### src/rtl/rr_mux_arbiter.sv
// rr_mux_arbiter: round-robin arbiter feeding a registered, backpressured 8-lane mux
module rr_mux_arbiter #(
  parameter int W = 8
) (
  input  logic         clk,
  input  logic         rst,
  input  logic [7:0]   req,
  input  logic [W-1:0] In1,
  input  logic [W-1:0] In2,
  input  logic [W-1:0] In3,
  input  logic [W-1:0] In4,
  input  logic [W-1:0] In5,
  input  logic [W-1:0] In6,
  input  logic [W-1:0] In7,
  input  logic [W-1:0] In8,
  input  logic         out_ready,
  output logic         out_valid,
  output logic [W-1:0] Out,
  output logic [2:0]   sel,
  output logic [7:0]   ack
);
  typedef enum logic [1:0] {IDLE = 2'd0, BUSY = 2'd1} state_t;
  state_t state, state_n;
  logic [2:0] ptr, start, win;
  logic [7:0] cand;
  logic accept, any, load;
  logic [W-1:0] lane [8];
  assign lane = '{In1, In2, In3, In4, In5, In6, In7, In8};
  assign out_valid = state == BUSY;
  assign accept = out_valid & out_ready & ~rst;
  assign ack = accept ? 8'd1 << sel : 8'd0;
  // during an accept the next search starts just past the requester being acked
  assign start = out_valid ? sel + 3'd1 : ptr;
  assign cand = req & ~ack;
  always_comb begin
    win = 3'd0;
    any = 1'b0;
    for (int k = 7; k >= 0; k--)
      if (cand[start + 3'(k)]) begin
        win = start + 3'(k);
        any = 1'b1;
      end
  end
  always_comb begin
    state_n = IDLE;
    load = 1'b0;
    case (state)
      IDLE: begin
        state_n = any ? BUSY : IDLE;
        load = any;
      end
      BUSY: begin
        state_n = (!out_ready || any) ? BUSY : IDLE;
        load = out_ready & any;
      end
      default: ;
    endcase
  end
  always_ff @(posedge clk) begin
    if (rst) begin
      state <= IDLE;
      sel <= 3'd0;
      Out <= '0;
      ptr <= 3'd0;
    end else begin
      state <= state_n;
      if (load) begin
        sel <= win;
        Out <= lane[win];
      end
      if (accept) ptr <= sel + 3'd1;
    end
  end
endmodule

### config.mk
export PLATFORM = sky130hd
export DESIGN_NAME = rr_mux_arbiter
export DESIGN_NICKNAME = d
export VERILOG_FILES = /design/src/rtl/rr_mux_arbiter.sv
export SDC_FILE = /design/constraint.sdc
export NUM_CORES = 1
export LEC_CHECK = 0
export BUFFER_PORTS_ARGS = -buffer_cell sky130_fd_sc_hd__buf_2
export CORE_MARGIN = 2
export CORE_UTILIZATION = 48
export DETAILED_ROUTE_END_ITERATION = 6
export PLACE_DENSITY = 0.77
export SLEW_MARGIN = 20
export SYNTH_ARGS = -nofsm -noshare
export SYNTH_HDL_FRONTEND = slang
export SYNTH_SLANG_ARGS = --single-unit
### constraint.sdc
create_clock -name clk -period 4.1 [get_ports clk]
set_clock_uncertainty 0.1 [all_clocks]
set_input_delay 0.41 -clock clk [delete_from_list [all_inputs] [get_ports clk]]
set_output_delay 0.41 -clock clk [all_outputs]
set_load 0.005 [all_outputs]
==> metrics <==
floorplan die area slightly below 7000 µm²; die width slightly above 80 µm; GP Congestion 0.9493; routed wire length ~10000 µm; port bufs 94; gr ovfl total 0; net count after synthesis between 400 and 500; standard cell core area 5956 µm²; total count of hold-check failures in the final report 0; number of fillers in the final layout ~530; source-to-sink clock delay at the later pin of the worst-skew pair about 230 ps; maximum cell stage delay along the critical path about 530 ps; average routed wire per standard cell 17.90 µm; primary flip-flop cell chosen by synthesis mapping sky130_fd_sc_hd__dfxtp_1; most numerous cell types in the synthesized netlist sky130_fd_sc_hd__nor2_1, sky130_fd_sc_hd__inv_1, sky130_fd_sc_hd__clkbuf_1, sky130_fd_sc_hd__nand2_1, sky130_fd_sc_hd__nand4_1; global-route wire length before repair ~16000 µm; fraction of final layout cells with drive strength greater than 1 0.3608; kind of end point of the critical path register; Via density 6.596; worst-path maximum fanout 22; number of antenna repair diodes 0; number of vias in the routed layout about 3700; number of top-level pins between 90 and 100; post-detail-place hpwl 7715 µm; # H-tree levels 1; synthesized cell area just under 3000 µm²; cell breakdown of the critical path or2_2 > nand2_2 > buf_4 > mux2_2 > mux4_2 > o211a_4 > buf_4 > or4_1 > o311ai_0 > o21ai_1 > o2111ai_1; required time worst endpoint about 4200 ps; Detail Route Antenna Nets 0; slew of the pin with the lowest slew margin 521.6 ps; all-layer global routing usage 0.2957; flops & latches, synth 15; worst setup path category reg -> reg; final critical-path required period approximately 3900 ps; Post-synth EDFFs 0; post-synthesis xor/xnor area fraction 0.01469; number of detailed-routing iterations run before antenna repair 5; area fraction in and, or, nand and nor cells after synthesis 0.2301; count of endpoints failing setup in the final report 0; final design utilization 0.6309; number of buffers created by CTS 3; main combinational cell family by area after synthesis compound AO/OA/AOI/OAI gates; synthesized-area fraction occupied by ao, oa, aoi and oai cells 0.3111; sequential-to-total area share from yosys stat 0.1008; critical path startpoint category register; Power Dens Cells 871.2 nW/µm²; total power 3.273 mW; starting utilization of the core area 0.5004; number of nets in the finished design roughly 570; Syn Inst Count a little under 400; count of final max-slew check failures 0; quantity of hold-fixing buffers added after cts 0; proportion of synthesized area in mux cells 0.2187; total negative slack for setup checks 0 ps; CP delay by family, top simple AND/OR/NAND/NOR gates; total area of multi-input combinational cells 2472 µm²; area of all sequential standard cells 301.5 µm²; largest net degree at the start of global routing 33; number of core rows 28; Hold/Removal Path Class reg -> reg; clock tree from TritonCTS built; number of max-cap violations 0; clock tree sinks 15; status finished, final reports clean; growth of design area from synthesis to finish 26.07%; post-synthesis adder-cell area fraction 0.03359; final worst-path cycle share 0.9608; Root Buffer sky130_fd_sc_hd__clkbuf_8; FFs w/ async S/R, synth 0; most frequent CP cell sky130_fd_sc_hd__buf_4; maximum clock insertion buffer count 2; cells taking the most area after synthesis sky130_fd_sc_hd__dfxtp_1, sky130_fd_sc_hd__mux2i_1, sky130_fd_sc_hd__mux4_2; vias in the first global route 3332; dominant cell by count in the synthesized netlist sky130_fd_sc_hd__nor2_1; CP max stage cell sky130_fd_sc_hd__mux4_2; synthesis warning total 0; Synth top area share 0.1008; top cell type by total area after synthesis sky130_fd_sc_hd__dfxtp_1; # DRC 0; average cell area after synthesis 7.622 µm²; Die H slightly above 80 µm; signal arrival time at the worst endpoint ~4000 ps; Max Clock Freq between 200 and 300 MHz; number of antenna violations at the first check in global routing 0; normalized max-slew margin 0.6518; Worst IR Drop VDD 806.6 µV; clk slew on worst S/H paths 60 ps; static leakage about 1.7 nW; synth unique cells 64; drt initial violations 490; number of buffer and inverter instances along the worst setup path 2
[area by class of cell]
cell class                 instances  share of cell area
timing repair buffer             123              0.1898
tap                               75             0.02498
inverter                          35             0.03497
multi-input combinational        308              0.6580
clock buffer                       4             0.01199
sequential                        15             0.08025
[logic make-up after synthesis]
| logic type | after synthesis |
|---|---|
| AOI/OAI and AO/OA | 121 |
| xor gates and xnor gates | 2 |
| adders and majority gates | 8 |
| buffers and inverters | 68 |
| DFF | 15 |
| muxes | 52 |
| and+or+nand+nor | 125 |
[stage by stage]
step	cell area, µm²	cells	hold slack (ps)	setup WS, ps
5_1_grt	3757	560	405.6	-11.85
4_1_cts	3690	558	379.9	167.1
3_5_place_dp	3642	554	366.6	-61.01
3_3_place_gp	3642	554	358.8	168.3
2_1_floorplan	2984	391	359.0	17.83
6_report	3757	560	387.9	160.6
[final timing paths]
path                  from     end  slack [ps]  cells past startpoint
setup / recovery  state[0]  Out[4]         160                     11
hold / removal      Out[3]  Out[3]         390                      2
setup reg to reg  state[0]  Out[4]         160                     11
hold reg to reg     Out[3]  Out[3]         390                      2
[tightest hold or removal path, stage by stage, from the launching register on]
cell                        delay [ps]
sky130_fd_sc_hd__dfxtp_1           330
sky130_fd_sc_hd__nand2_1            60
sky130_fd_sc_hd__o2111ai_1          60
[registers in the layout (all words and copies together), names as in the netlist]
signal / flops
ptr: 3
sel: 3
state: 1
Out: 8
[placed cells by master, fill, tap and decap left out, drive strengths merged, types with 8 or more instances in the layout]
master / n
mux2i: 22
a32oi: 14
a21oi: 9
nand2: 23
ha: 8
o31ai: 9
nand4: 19
dfxtp: 15
nor2: 39
buf: 123
o21ai: 22
mux2: 23
o2111ai: 17
or4: 14
inv: 35
[per-layer routing]
layer / GRT usage / vias to the layer above / part of all wire / wire length, µm
li1: - / 1715 / - / -
met1: 0.4182 / 1715 / 0.41 / 4125
met2: 0.4887 / 244 / 0.48 / 4830
met3: 0.03571 / 20 / 0.091 / 917
met4: 0.05246 / 0 / 0.015 / 150
met5: 0 / - / 0 / 0
[timing repair]
| action | CTS | global route |
|---|---|---|
| gates resized for setup | 1 | 9 |
| hold endpoints to repair | 0 | 0 |
| setup endpoints to repair | 8 | 9 |
| gates cloned | 0 | 0 |
| pin swaps | 0 | 4 |
| buffers inserted | 0 | 2 |
[power by group]
group          total [mW]  switching [mW]  internal (mW)
logic                2.92            1.68           1.24
clock network       0.115          0.0460         0.0685
registers           0.237          0.0359          0.201
Power figures use the tool's default switching activity.
